--- src/rtl/sc_mul_stream_if.sv ---
// Operand/result handshake bundle for the stochastic-computing multiplier.
// The slave modport is the multiplier's view; the master side drives operands and consumes results.
interface sc_mul_stream_if #(
  parameter int IN_WIDTH  = 6,
  parameter int OUT_WIDTH = 6
);
  logic                 in_valid;
  logic                 in_ready;
  logic [IN_WIDTH-1:0]  a_in;
  logic [IN_WIDTH-1:0]  b_in;
  logic                 mode;
  logic                 out_valid;
  logic                 out_ready;
  logic [OUT_WIDTH-1:0] sc_result;
  logic                 busy;

  modport master (
    output in_valid, a_in, b_in, mode, out_ready,
    input  in_ready, out_valid, sc_result, busy
  );

  modport slave (
    input  in_valid, a_in, b_in, mode, out_ready,
    output in_ready, out_valid, sc_result, busy
  );
endinterface

--- src/rtl/sc_mul_stream.sv ---
// Multi-cycle stochastic-computing multiplier: LANES stream bits per cycle from
// van der Corput (A) and ramp (B) sequences, combined by AND/XNOR and popcounted.
module sc_mul_stream #(
  parameter int LOG_LEN   = 5,
  parameter int LANES     = 8,
  parameter int IN_WIDTH  = LOG_LEN + 1,
  parameter int OUT_WIDTH = LOG_LEN + 1
) (
  input  logic               clk,
  input  logic               rst,
  sc_mul_stream_if.slave     bus
);

  localparam int L     = 1 << LOG_LEN;
  localparam int N     = L / LANES;
  localparam int CW    = LOG_LEN + 1;
  localparam int K_W   = (N > 1) ? $clog2(N) : 1;
  localparam int SAT_W = (IN_WIDTH > CW) ? IN_WIDTH : CW;

  typedef enum logic [1:0] {IDLE, RUN, DONE} state_t;

  state_t             state_q, state_d;
  logic [CW-1:0]      a_q, b_q;
  logic               mode_q;
  logic [K_W-1:0]     k_q;
  logic [CW-1:0]      acc_q;
  logic [CW-1:0]      result_q;

  logic               in_ready;
  logic               accept;
  logic               k_last;
  logic [CW-1:0]      lane_cnt;
  logic [CW-1:0]      acc_sum;
  logic [LOG_LEN-1:0] idx;
  logic [LOG_LEN-1:0] rev;
  logic               sa, sb, bit_v;

  // Operands above L carry no extra probability mass; clamp them to L.
  function automatic logic [CW-1:0] saturate(input logic [IN_WIDTH-1:0] v);
    logic [SAT_W-1:0] wide;
    wide = SAT_W'(v);
    if (wide > SAT_W'(L)) return CW'(L);
    else                  return CW'(wide);
  endfunction

  assign k_last = (k_q == K_W'(N - 1));

  // NOTE: blocking '=' is correct inside always_comb; the popcount relies on
  // each loop iteration seeing the previous iteration's running total.
  always_comb begin
    lane_cnt = '0;
    idx      = '0;
    rev      = '0;
    sa       = 1'b0;
    sb       = 1'b0;
    bit_v    = 1'b0;
    for (int j = 0; j < LANES; j++) begin
      idx = LOG_LEN'(int'(k_q) * LANES + j);
      for (int b = 0; b < LOG_LEN; b++) rev[b] = idx[LOG_LEN-1-b];
      sa    = ({1'b0, rev} < a_q);
      sb    = ({1'b0, idx} < b_q);
      bit_v = mode_q ? ~(sa ^ sb) : (sa & sb);
      lane_cnt = lane_cnt + CW'(bit_v);
    end
  end

  assign acc_sum = acc_q + lane_cnt;

  // NOTE: every output of this block gets a default first, so no path leaves
  // a signal unassigned and no latch is inferred.
  always_comb begin
    state_d  = state_q;
    in_ready = !rst && ((state_q == IDLE) || ((state_q == DONE) && bus.out_ready));
    accept   = bus.in_valid && in_ready;
    unique case (state_q)
      IDLE:    if (accept) state_d = RUN;
      RUN:     if (k_last) state_d = DONE;
      DONE: begin
        // A result handshake coinciding with a new accept skips IDLE entirely.
        if (accept)             state_d = RUN;
        else if (bus.out_ready) state_d = IDLE;
      end
      default: state_d = IDLE;
    endcase
  end

  // NOTE: sequential state uses non-blocking '<=' so every register samples
  // pre-edge values regardless of statement order.
  always_ff @(posedge clk) begin
    if (rst) begin
      state_q  <= IDLE;
      a_q      <= '0;
      b_q      <= '0;
      mode_q   <= 1'b0;
      k_q      <= '0;
      acc_q    <= '0;
      result_q <= '0;
    end else begin
      state_q <= state_d;
      if (accept) begin
        a_q    <= saturate(bus.a_in);
        b_q    <= saturate(bus.b_in);
        mode_q <= bus.mode;
        k_q    <= '0;
        acc_q  <= '0;
      end else if (state_q == RUN) begin
        k_q   <= k_q + K_W'(1);
        acc_q <= acc_sum;
        if (k_last) result_q <= acc_sum;
      end
    end
  end

  assign bus.in_ready  = in_ready;
  assign bus.out_valid = (state_q == DONE);
  assign bus.sc_result = OUT_WIDTH'(result_q);
  assign bus.busy      = (state_q != IDLE);

endmodule
--- src/flat_wrapper.sv ---
// flat-port wrapper written by rule: the top's interface ports become plain ports
module sc_mul_stream_flat 
#(
  parameter int LOG_LEN   = 5,
  parameter int LANES     = 8,
  parameter int IN_WIDTH  = LOG_LEN + 1,
  parameter int OUT_WIDTH = LOG_LEN + 1
)
  (clk, rst, bus_in_valid, bus_a_in, bus_b_in, bus_mode, bus_out_ready, bus_in_ready, bus_out_valid, bus_sc_result, bus_busy);
  sc_mul_stream_if #(.IN_WIDTH(IN_WIDTH), .OUT_WIDTH(OUT_WIDTH)) bus_i ();
  input  logic clk;
  input  logic rst;
  input wire logic [$bits(bus_i.in_valid)-1:0] bus_in_valid;
  input wire logic [$bits(bus_i.a_in)-1:0] bus_a_in;
  input wire logic [$bits(bus_i.b_in)-1:0] bus_b_in;
  input wire logic [$bits(bus_i.mode)-1:0] bus_mode;
  input wire logic [$bits(bus_i.out_ready)-1:0] bus_out_ready;
  output wire logic [$bits(bus_i.in_ready)-1:0] bus_in_ready;
  output wire logic [$bits(bus_i.out_valid)-1:0] bus_out_valid;
  output wire logic [$bits(bus_i.sc_result)-1:0] bus_sc_result;
  output wire logic [$bits(bus_i.busy)-1:0] bus_busy;
  assign bus_i.in_valid = bus_in_valid;
  assign bus_i.a_in = bus_a_in;
  assign bus_i.b_in = bus_b_in;
  assign bus_i.mode = bus_mode;
  assign bus_i.out_ready = bus_out_ready;
  assign bus_in_ready = bus_i.in_ready;
  assign bus_out_valid = bus_i.out_valid;
  assign bus_sc_result = bus_i.sc_result;
  assign bus_busy = bus_i.busy;
  sc_mul_stream #(.LOG_LEN(LOG_LEN), .LANES(LANES), .IN_WIDTH(IN_WIDTH), .OUT_WIDTH(OUT_WIDTH)) u_core (.clk(clk), .rst(rst), .bus(bus_i));
endmodule
--- config.mk ---
export PLATFORM = sky130hd
export DESIGN_NAME = sc_mul_stream_flat
export DESIGN_NICKNAME = d
export VERILOG_FILES = /design/src/rtl/sc_mul_stream_if.sv /design/src/rtl/sc_mul_stream.sv /design/src/flat_wrapper.sv
export SDC_FILE = /design/constraint.sdc
export NUM_CORES = 1
export LEC_CHECK = 0
export ABC_AREA = 1
export CAP_MARGIN = 20
export CORE_AREA = 2 2 62 64
export CTS_CLUSTER_SIZE = 14
export DETAILED_ROUTE_END_ITERATION = 10
export DIE_AREA = 0 0 64 66
export PLACE_DENSITY = 0.82
export SETUP_SLACK_MARGIN = 0.5
export SLEW_MARGIN = 15
export SYNTH_ARGS = -nofsm -noshare
export SYNTH_HDL_FRONTEND = slang
export SYNTH_SLANG_ARGS = --single-unit
export TNS_END_PERCENT = 1
--- constraint.sdc ---
create_clock -name clk -period 5.75 [get_ports clk]
set_input_delay 0.8625 -clock clk [delete_from_list [all_inputs] [get_ports clk]]
set_output_delay 0.8625 -clock clk [all_outputs]
set_load 0.01 [all_outputs]
; ---- Word-level counts from Yosys, hierarchy flattened
; Cells that the tools add are included.
; W data, S select, Z words.
[word_totals]
word_cells = 97
input_bits = 17
output_inout_bits = 9
register_bits = 29
[classes]
reduce_logical = 10
n_lt_le_gt_ge = 18
bitwise_logic = 25
n_eq_ne = 6
addsub = 16
n_mux = 15
[ops]
columns = op, count
row1 = $lt A5 B6 Y1, 15
row2 = $add A6 B1 Y6, 6
row3 = $add A5 B3 Y5 const B, 4
row4 = $gt A6 B6 Y1 const B, 2
row5 = $mux W6, 2
row6 = $add A5 B2 Y5 const B, 2
row7 = $not A1 Y1, 9
row8 = $and A1 B1 Y1, 8
row9 = $mux W1, 8
row10 = $mux W2, 4
row11 = $xor A1 B1 Y1, 8
row12 = $add A6 B6 Y6, 1
row13 = $lt A2 B6 Y1, 1
row14 = $pmux W2 S3, 1
row15 = $reduce_and A3 Y1, 2
row16 = $add A5 B1 Y5 const B, 1
row17 = $eq A2 B2 Y1 const B, 2
row18 = $ne A2 B1 Y1 const B, 2
row19 = $logic_and A1 B1 Y1, 3
row20 = $ne A3 B2 Y1 const B, 1
row21 = $add A1 B1 Y2, 1
row22 = $add A2 B1 Y2 const B, 1
row23 = $eq A2 B1 Y1 const B, 1
row24 = $logic_not A2 Y1, 1
row25 = 4 further kinds, 4

; ---- Depth between registers and ports, before layout
; Gate-level depths: netlist of the first run.
[logic_depth]
depth_word = 13
ltp_mapped = 23
mapped_depth_nobuf = 23

; ---- Worst setup path after synthesis of the first run
; No wires, ideal clock.
[synth_timing]
path_kind = register to register
startpoint = register u_core.k_q[0]
endpoint = register u_core.result_q[4], in the netlist u_core.bus.sc_result[4]
slack_ns = 1.218
t_arrival_ns = 4.423
setup_time_ns = 0.109
n_path_buf = 0
t_required_ns = 5.641
stages_incl_launch_ff = 21
synth_period_minus_slack_ns = 4.532
path_cell_list = dfxtp_1 > inv_1 > ha_1 > inv_1 > nor3_1 > a31oi_1 > ha_1 > o21ai_0 > ha_1 > fa_1 > inv_1 > fa_1 > fa_1 > inv_1 > ha_1 > fa_1 > nand3_1 > a21o_1 > nand3_1 > nand2_1 > inv_1
[synth_between]
elab_chain_cells = 13
elab_cells_between_ends = 65
cone_classes = 15 x add/sub / 16 x order compare / 1 x eq/ne / 8 x mux / 24 x bitwise / 1 x reduce/logical
[synth_lines]
columns = element, line_no
row1 = "start, declared", sc_mul_stream.sv:25  ; logic [K_W-1:0] k_q;
row2 = "start signal, assigned", sc_mul_stream.sv:107  ; k_q <= k_q + K_W'(1);
row3 = $add A5 B1 Y5, sc_mul_stream.sv:58  ; idx = LOG_LEN'(int'(k_q) * LANES + j);
row4 = "$lt A5 B6 Y1, on equally long branches", "sc_mul_stream.sv:60, sc_mul_stream.sv:61"
row5 = $xor A1 B1 Y1, sc_mul_stream.sv:62  ; bit_v = mode_q ? ~(sa ^ sb) : (sa & sb);
row6 = $not A1 Y1, sc_mul_stream.sv:62
row7 = $mux W1, sc_mul_stream.sv:62
row8 = $add A1 B1 Y2, sc_mul_stream.sv:63  ; lane_cnt = lane_cnt + CW'(bit_v);
row9 = $add A6 B1 Y6 (6 in series), sc_mul_stream.sv:63
row10 = $add A6 B6 Y6, sc_mul_stream.sv:67  ; assign acc_sum = acc_q + lane_cnt;
row11 = "end signal, assigned", sc_mul_stream.sv:109  ; if (k_last) result_q <= acc_sum;
row12 = "end, declared", sc_mul_stream.sv:27  ; logic [CW-1:0] result_q;
; Parallel ways exist; a longest one is shown, timed or not.
; A chain may end at the register's enable or synchronous reset.

; ---- Final worst setup path of the first run
[layout_timing]
startpoint = register u_core.k_q[0]
endpoint = register u_core.result_q[2], in the netlist u_core.bus.sc_result[2]
; Same word-level chain as after synthesis.

==> results.yml, run 1 <==
routing:
  wl_um: 3985
  wire_per_inst_um: 11.62
  initialDrtViolationCount: 81
  drc_errors: 0
  dr.pass1.iters: 4
  viasPerCell: 5.061
  ant_nets: 0
  routed-via-count: 1736
synth:
  synthCells: 266
  yosysUniqueCellTypes: 24
  yosys_warnings: 0
  syn_nets: 312
  ys_ff_latch: 29
  synth.avg_cell_area_sq_um: 7.192
  syn_area_sq_um: 1913
  synthFlopType: "dfxtp_1"
  synth_top_area_share_pct: 30.35
  yosysSeqAreaShare_pct: 30.35
  synthTopCellsByArea: "dfxtp_1 (30%), ha_1 (16%), nand2_1 (11%), inv_1 (9.4%), a21oi_1 (5.8%)"
  synth_edf_count: 0
  synth.largest_area_cell: "dfxtp_1"
  async_flop_share_pct: 0
timing:
  rsz0062_at_grt: "no"
  setup_viol: 0
  worstMarginPinSlew_ns: 0.4703
  holdWs_ns: 0.4666
  min_period_ns: 4.767
  slew_headroom_pct: 68.31
  slew_violations: 0
  max_freq_ghz: 0.2098
  finalCritPeriodShare_pct: 82.90
  timing.setup.tns_ns: 0
  hold_viol: 0
  fin_skew_ns: 0.007586
grt:
  grt-ovfl-total: 0
  grt_max_degree: 19
  grt_pass1_vias: 1606
  antenna_found_initial: 0
  grtUsageTotal_pct: 20.87
  grt_pass1_wl_um: 6886
die:
  die_w_um: 64
  initial_utilization_pct: 53.88
  rows: 22
  fp.coreArea_sq_um: 3551
  pin_count: 26
  die_area_sq_um: 4224
  die_h_um: 66
worst_hold_path:
  min_path_cells: 2
  hold_end: "u_core.bus.sc_result[1]$_SDFFE_PP0P_"
  min-delay-start: "u_core.bus.sc_result[1]$_SDFFE_PP0P_"
  hold_class: "reg -> reg"
power:
  powerDensity_nw_per_um2: 266.5
  total_leakage_power_nw: 1.081
  vdd_ir_drop_max_uv: 186.3
place:
  hpwl_um: 3187
  place.gp.congestion: 0.8352
  numPlacedInstances: 336
  port_buffers: 25
final_layout:
  diodes: 0
  drive_gt1_share_pct: 4.746
  final_cell_count_no_fill: 343
  area_delta_synth_final_pct: 18.38
  final_nets: 341
setup_path:
  crit_required_ns: 6.00
  crit_path_end_kind: "register"
  rr_startpoint: "u_core.k_q[0]$_SDFFE_PP0P_"
  r2r_setup_slack_ns: 0.98
  cp_max_fo: 5
  path_class: "reg -> reg"
  start_kind: "register"
  worstPathArrival_ns: 5.02
  timing.rr.end: "u_core.bus.sc_result[2]$_SDFFE_PP0P_"
  r2r.worst_path.cells: 19
cts:
  holdBufCountCts: 0
  worstSkewPairLatency_ns: 0.32
  cts-htree-levels: 2
  cts_sinks: 29
  cts_buffers: 5
  clockBufferDepth: 2
  cts-root-buf: "clkbuf_4"
  clkTransAtPathRegs_ns: 0.09
  cts_tree: "done"
flow_run:
  maxCapViolCount: 0
status:
  status: "finished, final reports clean"
cells in the final DEF (no fill, tap or decap), types with 4 or more instances in the layout:
master	instances
a21oi_1	22
fa_1	4
clkbuf_4	5
nor3_1	4
nor2_1	16
clkdlybuf4s50_1	25
inv_1	48
nand3_1	18
o22ai_1	7
dfxtp_1	29
nand2_1	54
o21ai_0	20
ha_1	25
stage by stage:
stage           power, W  setup slack, ns  cell area [sq um]  utilization, %
3_3_place_gp   0.0004769            1.017               2205           62.09
5_1_grt        0.0006633           0.5937               2265           63.78
3_5_place_dp   0.0004769           0.8949               2205           62.09
2_1_floorplan  0.0004125            1.218               1913               -
4_1_cts        0.0006038           0.8823               2260           63.64
6_report       0.0006036           0.9831               2265           63.78
what timing repair did:
item | 4_1_cts | 5_1_grt
gates resized for setup | 0 | 1
hold endpoints to repair | 0 | 0
endpoints found under the setup margin | 0 | 2
buffers inserted | 0 | 0
report_power, final:
part / internal [W] / switching, W
combinational: 0.000108 / 0.000149
clock: 0.0000576 / 0.0000685
sequential: 0.000213 / 0.00000859
total: 0.000378 / 0.000226
logic make-up (layout without fill, tap and decap cells):
| logic type | count (synthesis) | count (layout) | synth area share, % |
|---|---|---|---|
| AO/OA/AOI/OAI | 54 | 54 | 15.04 |
| XOR/XNOR | 1 | 1 | 0.4579 |
| adder cells (fa/ha/maj) | 29 | 29 | 20.54 |
| buffers and inverters | 53 | 82 | 10.79 |
| flip-flops | 29 | 29 | 30.35 |
| AND/OR/NAND/NOR | 100 | 100 | 22.83 |
metal layers:
| metal | share of wire [%] | global-route usage (%) | vias to the layer above |
|---|---|---|---|
| li1 | - | - | 927 |
| met2 | 44 | 33.59 | 36 |
| met5 | 0 | 0 | - |
| met1 | 50 | 27.63 | 766 |
| met3 | 4.3 | 4.259 | 7 |
| met4 | 1.5 | 7.609 | 0 |
worst max path at each step:
stage                                                      end  depth (start not counted)                        from  slack, ns
after floorplan           u_core.bus.sc_result[4]$_SDFFE_PP0P_                         20  u_core.k_q[0]$_SDFFE_PP0P_       1.22
after global placement    u_core.bus.sc_result[2]$_SDFFE_PP0P_                         19  u_core.k_q[0]$_SDFFE_PP0P_       1.02
after detailed placement          u_core.acc_q[2]$_SDFFE_PP0P_                         19  u_core.k_q[0]$_SDFFE_PP0P_       0.89
after CTS                 u_core.bus.sc_result[2]$_SDFFE_PP0P_                         19  u_core.k_q[0]$_SDFFE_PP0P_       0.88
after global routing      u_core.bus.sc_result[2]$_SDFFE_PP0P_                         19  u_core.k_q[0]$_SDFFE_PP0P_       0.59
final                     u_core.bus.sc_result[2]$_SDFFE_PP0P_                         19  u_core.k_q[0]$_SDFFE_PP0P_       0.98
area by class of cell:
cell class	instances	area, sq um
Clock buffer	7	55.05
Fill cell	311	1286
Inverter	50	187.7
Multi-Input combinational cell	184	1131
Sequential cell	29	580.6
Tap cell	48	60.06
Timing Repair Buffer	25	250.2
critical path, cell delays in order (launching register included):
cell and delay (ns):
dfxtp_1 0.41, inv_1 0.09, ha_1 0.30, inv_1 0.06
nor3_2 0.21, a31oi_1 0.12, ha_1 0.28, o21ai_0 0.19
ha_1 0.28, fa_1 0.53, inv_1 0.05, fa_1 0.49
fa_1 0.51, inv_1 0.04, ha_1 0.22, fa_1 0.42
xnor2_1 0.15, nor2_1 0.15, nand2_1 0.07, a21oi_1 0.12
synth_stat cells (2+ instances only):
cell type,count
nand2_1,54
inv_1,48
dfxtp_1,29
ha_1,25
a21oi_1,22
o21ai_0,20
nand3_1,18
nor2_1,16
o22ai_1,7
nor3_1,5
fa_1,4
a31oi_1,3
clkbuf_1,2
inv_2,2
nand2_4,2
registers in the layout, summed over array words and instances, names as in the netlist:
signal and count:
u_core.bus.sc_result 6, u_core.k_q 2, u_core.state_q 2, u_core.a_q 6
u_core.mode_q 1, u_core.b_q 6, u_core.acc_q 6
Note: power is estimated with default switching activity, not from simulation.
==> run 2: changes to the inputs <==
clock period = 5 ns   (was 5.75 ns; I/O delays follow)
==> run 2 against run 1 <==
Flip-flop and latch count unchanged. Final cell count up 1.2%. Highest routed layer unchanged. Combinational power up 30%. Count of clock-buffer cells in the layout unchanged. Clock skew up 0.0076 ns. Critical path type unchanged. Largest cell class unchanged. Fmax up 9.5%. Clock power up 17%. Cell area up 4.4%. First-iteration DRC count up 11%. Hold slack worse by 0.00086 ns. Non-clock buffer count up 4.
==> results.yml, run 2 (same netlist as run 1, synthesis figures left out) <==
setup_path:
  critPathBufInv: 3
  cp_common_cell: "fa_1"
  cp_slowest_cell: "fa_1"
  cp_max_fo: 4
  start_kind: "register"
  cpLargestDelayFamily: "adder cells"
  crit_path_cell_trace: "inv_2 > ha_4 > nand2_4 > nor3_4 > a31oi_1 > ha_1 > o21ai_1 > ha_1 > fa_1 > inv_1 > fa_1 > fa_1 > inv_1 > ha_2 > fa_2 > xnor2_1 > nor2_1 > nand2_1 > a21oi_2"
  crit_path_end_kind: "register"
  worstPathArrival_ns: 4.62
  path_class: "reg -> reg"
  slowest_delay_ns: 0.51
  r2r_setup_slack_ns: 0.65
  crit_required_ns: 5.26
cts:
  cts_tree: "done"
  cts_buffers: 5
  clockBufferDepth: 2
  cts_sinks: 29
  clkTransAtPathRegs_ns: 0.09
  cts-root-buf: "clkbuf_4"
  worstSkewPairLatency_ns: 0.34
  cts-htree-levels: 2
routing:
  initialDrtViolationCount: 90
  viasPerCell: 5.161
  dr.pass1.iters: 4
  routed-via-count: 1791
  wl_um: 4329
  wire_per_inst_um: 12.48
  drc_errors: 0
  ant_nets: 0
place:
  port_buffers: 25
  hpwl_um: 3294
  place.gp.congestion: 0.8408
timing:
  finalCritPeriodShare_pct: 87.06
  setup_viol: 0
  worstMarginPinSlew_ns: 0.5046
  slew_headroom_pct: 66.26
  fin_skew_ns: 0.01517
  hold_viol: 0
  timing.setup.tns_ns: 0
  min_period_ns: 4.353
  rsz0062_at_grt: "yes"
  max_freq_ghz: 0.2297
  slew_violations: 0
final_layout:
  final_nets: 345
  area_delta_synth_final_pct: 23.54
  layout_commonest_cell: "nand2_1"
  most-common-layout-cells: "nand2_1 (52), inv_1 (45), dfxtp_1 (26)"
  drive_gt1_share_pct: 11.37
  utilization_pct: 66.56
  diodes: 0
grt:
  antenna_found_initial: 0
  grt_pass1_wl_um: 7265
  grtUsageTotal_pct: 22.23
  grt-ovfl-total: 0
  grt_pass1_vias: 1685
  grt_max_degree: 19
die:
  die_area_sq_um: 4224
  rows: 22
  die_w_um: 64
  pin_count: 26
  fp.coreArea_sq_um: 3551
  die_h_um: 66
  initial_utilization_pct: 53.88
power:
  vdd_ir_drop_max_uv: 165.6
  total_leakage_power_nw: 1.103
  powerDensity_nw_per_um2: 310.9
worst_hold_path:
  hold_class: "reg -> reg"
status:
  status: "finished, final reports clean"
flow_run:
  maxCapViolCount: 0
## run 2: layout make-up
class	count	area, sq um
inverters	50	187.7
clock buffers	7	55.05
flip-flops and latches	29	586.8
well taps	48	60.06
repair buffers	29	280.3
fillers	296	1187
multi-input cells	184	1194
## run 2: final timing paths
path                                                      startpoint                                    to  cells after the start
worst max-delay path                      u_core.b_q[4]$_SDFFE_PP0P_  u_core.bus.sc_result[2]$_SDFFE_PP0P_                     19
worst min-delay path            u_core.bus.sc_result[1]$_SDFFE_PP0P_  u_core.bus.sc_result[1]$_SDFFE_PP0P_                      2
worst max register to register            u_core.b_q[4]$_SDFFE_PP0P_  u_core.bus.sc_result[2]$_SDFFE_PP0P_                     19
worst min register to register  u_core.bus.sc_result[1]$_SDFFE_PP0P_  u_core.bus.sc_result[1]$_SDFFE_PP0P_                      2
## run 2: metrics by stage
step	power, W	instance area [sq um]	cells	setup slack (ns)	hold WS [ns]
2_1_floorplan	0.0004752	1918	266	0.5429	0.4428
3_3_place_gp	0.0005513	2210	336	0.3525	0.4510
5_1_grt	0.0007926	2364	347	0.4505	0.4907
3_5_place_dp	0.0005632	2210	336	0.2402	0.4563
4_1_cts	0.0007336	2328	347	0.5373	0.4700
6_report	0.0007349	2364	347	0.6470	0.4658
## run 2: metal layers
metal | global-route usage (%) | wire [um] | share of wire (%)
met3 | 3.066 | 175 | 4.0
met2 | 36.59 | 2040 | 47
met5 | 0 | 0 | 0
met1 | 29.70 | 2035 | 47
met4 | 8.152 | 77 | 1.8
## run 2: worst min-delay path: cells and delay by family, from the launching register on
| kind | cells | cell delay (ns) |
|---|---|---|
| flops | 1 | 0.32 |
| simple gates | 1 | 0.06 |
| compound gates | 1 | 0.05 |
## run 2: repair_timing
item | 4_1_cts | 5_1_grt
resized for setup | 13 | 9
hold buffers | 0 | 0
endpoints found under the setup margin | 6 | 9
buffers inserted | 4 | 0
pin swaps | 14 | 12
## run 2: power breakdown
part           switching (W)  leakage (nW)  total [W]  internal (W)
combinational       0.000187         0.834   0.000333      0.000146
sequential        0.00000988         0.238   0.000254      0.000244
clock              0.0000816        0.0314   0.000148     0.0000663
==> run 3: changes to the inputs <==
PLACE_DENSITY = 0.79   (was 0.82)
==> run 3 against run 2 <==
Via count decreased by 0.73%. Clock power shrank 7%. Final cell count down 0.58%. Register-to-register slack got worse by 0.04 ns. Global-route usage decreased by 0.45 points. Total power shrank 1.4%. Critical path depth unchanged. Clock skew down 0.0066 ns. Core utilization is 0.46 points lower. Die area stayed put. Count of clock-buffer cells in the layout is 1 lower. Critical path type unchanged. Critical endpoint unchanged. Largest cell class unchanged. Largest power group unchanged. Highest routed layer unchanged.
==> results.yml, run 3 (same netlist as run 1, synthesis figures left out) <==
worst_hold_path:
  hold_class: "reg -> reg"
timing:
  finalCritPeriodShare_pct: 87.85
  timing.setup.tns_ns: 0
  slew_headroom_pct: 69.31
  max_freq_ghz: 0.2277
  holdWs_ns: 0.4632
  rsz0062_at_grt: "yes"
  hold_viol: 0
  slew_violations: 0
  setup_viol: 0
  worstMarginPinSlew_ns: 0.4590
  min_period_ns: 4.392
  fin_skew_ns: 0.008539
place:
  hpwl_um: 3231
  place.gp.congestion: 0.7964
  numPlacedInstances: 336
  port_buffers: 25
setup_path:
  slowest_delay_ns: 0.54
  crit_path_end_kind: "register"
  crit_path_cell_trace: "inv_1 > ha_4 > nand2_4 > nor3_4 > a31oi_1 > ha_1 > o21ai_2 > ha_1 > fa_1 > inv_1 > fa_1 > fa_1 > inv_1 > ha_2 > fa_2 > xnor2_1 > nor2_1 > nand2_1 > a21oi_1"
  worstPathArrival_ns: 4.66
  path_class: "reg -> reg"
  cp_slowest_cell: "fa_1"
  start_kind: "register"
  crit_required_ns: 5.27
  critPathBufInv: 3
  cpLargestDelayFamily: "adder cells"
  cp_max_fo: 4
power:
  switchingPower_w: 0.0002841
  clkPwrFrac_pct: 18.9
  pwr-share-comb_pct: 45.9
  p_int_w: 0.0004409
  total_leakage_power_nw: 1.092
  vdd_ir_drop_max_uv: 186.7
  p_seq_share_pct: 35.1
  finalPower_w: 0.0007249
  p_sw_share_pct: 39.18
  powerDensity_nw_per_um2: 308.8
grt:
  grt_pass1_vias: 1604
  antenna_found_initial: 0
  grt-ovfl-total: 0
  grtUsageTotal_pct: 21.78
  grt_pass1_wl_um: 7079
  grt_max_degree: 19
routing:
  drc_errors: 0
  ant_nets: 0
  routed-via-count: 1778
  dr.pass1.iters: 4
  viasPerCell: 5.154
  initialDrtViolationCount: 89
  wire_per_inst_um: 12.10
  wl_um: 4174
final_layout:
  most-common-layout-cells: "nand2_1 (53), inv_1 (46), dfxtp_1 (27)"
  final_cell_count_no_fill: 345
  area_delta_synth_final_pct: 22.69
  drive_gt1_share_pct: 10.44
  diodes: 0
  final_nets: 342
  layout_commonest_cell: "nand2_1"
  utilization_pct: 66.10
die:
  pin_count: 26
  die_area_sq_um: 4224
  die_h_um: 66
  fp.coreArea_sq_um: 3551
  die_w_um: 64
  rows: 22
  initial_utilization_pct: 53.88
cts:
  cts-root-buf: "clkbuf_4"
  cts-htree-levels: 2
  cts_sinks: 29
  worstSkewPairLatency_ns: 0.34
  clkTransAtPathRegs_ns: 0.10
  holdBufCountCts: 0
  cts_buffers: 5
  clockBufferDepth: 2
  cts_tree: "done"
flow_run:
  maxCapViolCount: 0
status:
  status: "finished, final reports clean"
run 3: cell types whose count changed in the layout (fill, tap and decap cells not counted), sizes merged:
cell    before  now
buf          4    1
clkbuf       7    6
clkinv       0    2
run 3: repair_timing:
action / in CTS / in global routing
setup buffers: 1 / 0
setup endpoints to repair: 7 / 7
pin swaps: 14 / 7
resized for setup: 13 / 8
run 3: stage by stage:
step | cell area [sq um] | setup slack (ns)
2_1_floorplan | 1918 | 0.5429
3_3_place_gp | 2210 | 0.3319
3_5_place_dp | 2210 | 0.1970
4_1_cts | 2301 | 0.5008
5_1_grt | 2347 | 0.4089
6_report | 2347 | 0.6076
run 3: layout make-up:
cell class	count	area, sq um
clock buffers	6	41.29
clock inverters	2	10.01
fillers	293	1204
inverters	50	187.7
multi-input cells	184	1207
flip-flops and latches	29	583.1
well taps	48	60.06
repair buffers	26	257.7
run 3: metal layers:
metal	global-route usage, %	vias to the layer above	share of wire, %
li1	-	932	-
met1	29.09	805	48
met2	33.72	35	46
met3	4.600	6	3.7
met4	9.783	0	1.8
met5	0	-	0
run 3: final timing paths:
kind	startpoint	to	slack (ns)	depth (start not counted)
worst max-delay path	u_core.b_q[4]$_SDFFE_PP0P_	u_core.bus.sc_result[2]$_SDFFE_PP0P_	0.61	19
worst min-delay path	u_core.bus.sc_result[1]$_SDFFE_PP0P_	u_core.bus.sc_result[1]$_SDFFE_PP0P_	0.46	2
worst max register to register	u_core.b_q[4]$_SDFFE_PP0P_	u_core.bus.sc_result[2]$_SDFFE_PP0P_	0.61	19
worst min register to register	u_core.bus.sc_result[1]$_SDFFE_PP0P_	u_core.bus.sc_result[1]$_SDFFE_PP0P_	0.46	2
run 3: worst register-to-register path: stages (launching register included):
cell and delay (ns):
dfxtp_1 0.32, inv_1 0.07, ha_4 0.29, nand2_4 0.07, nor3_4 0.22, a31oi_1 0.11, ha_1 0.30, o21ai_2 0.12
ha_1 0.25, fa_1 0.48, inv_1 0.05, fa_1 0.46, fa_1 0.54, inv_1 0.04, ha_2 0.19, fa_2 0.37
xnor2_1 0.14, nor2_1 0.13, nand2_1 0.07, a21oi_1 0.12
run 3: power groups by stage:
stage	logic, W	clock network, W	registers, W
6_report	0.000333	0.000137	0.000255
5_1_grt	0.000379	0.000146	0.000256
4_1_cts	0.000326	0.000140	0.000254
3_5_place_dp	0.000304	0	0.000259
3_3_place_gp	0.000295	0	0.000259
2_1_floorplan	0.000218	0	0.000257
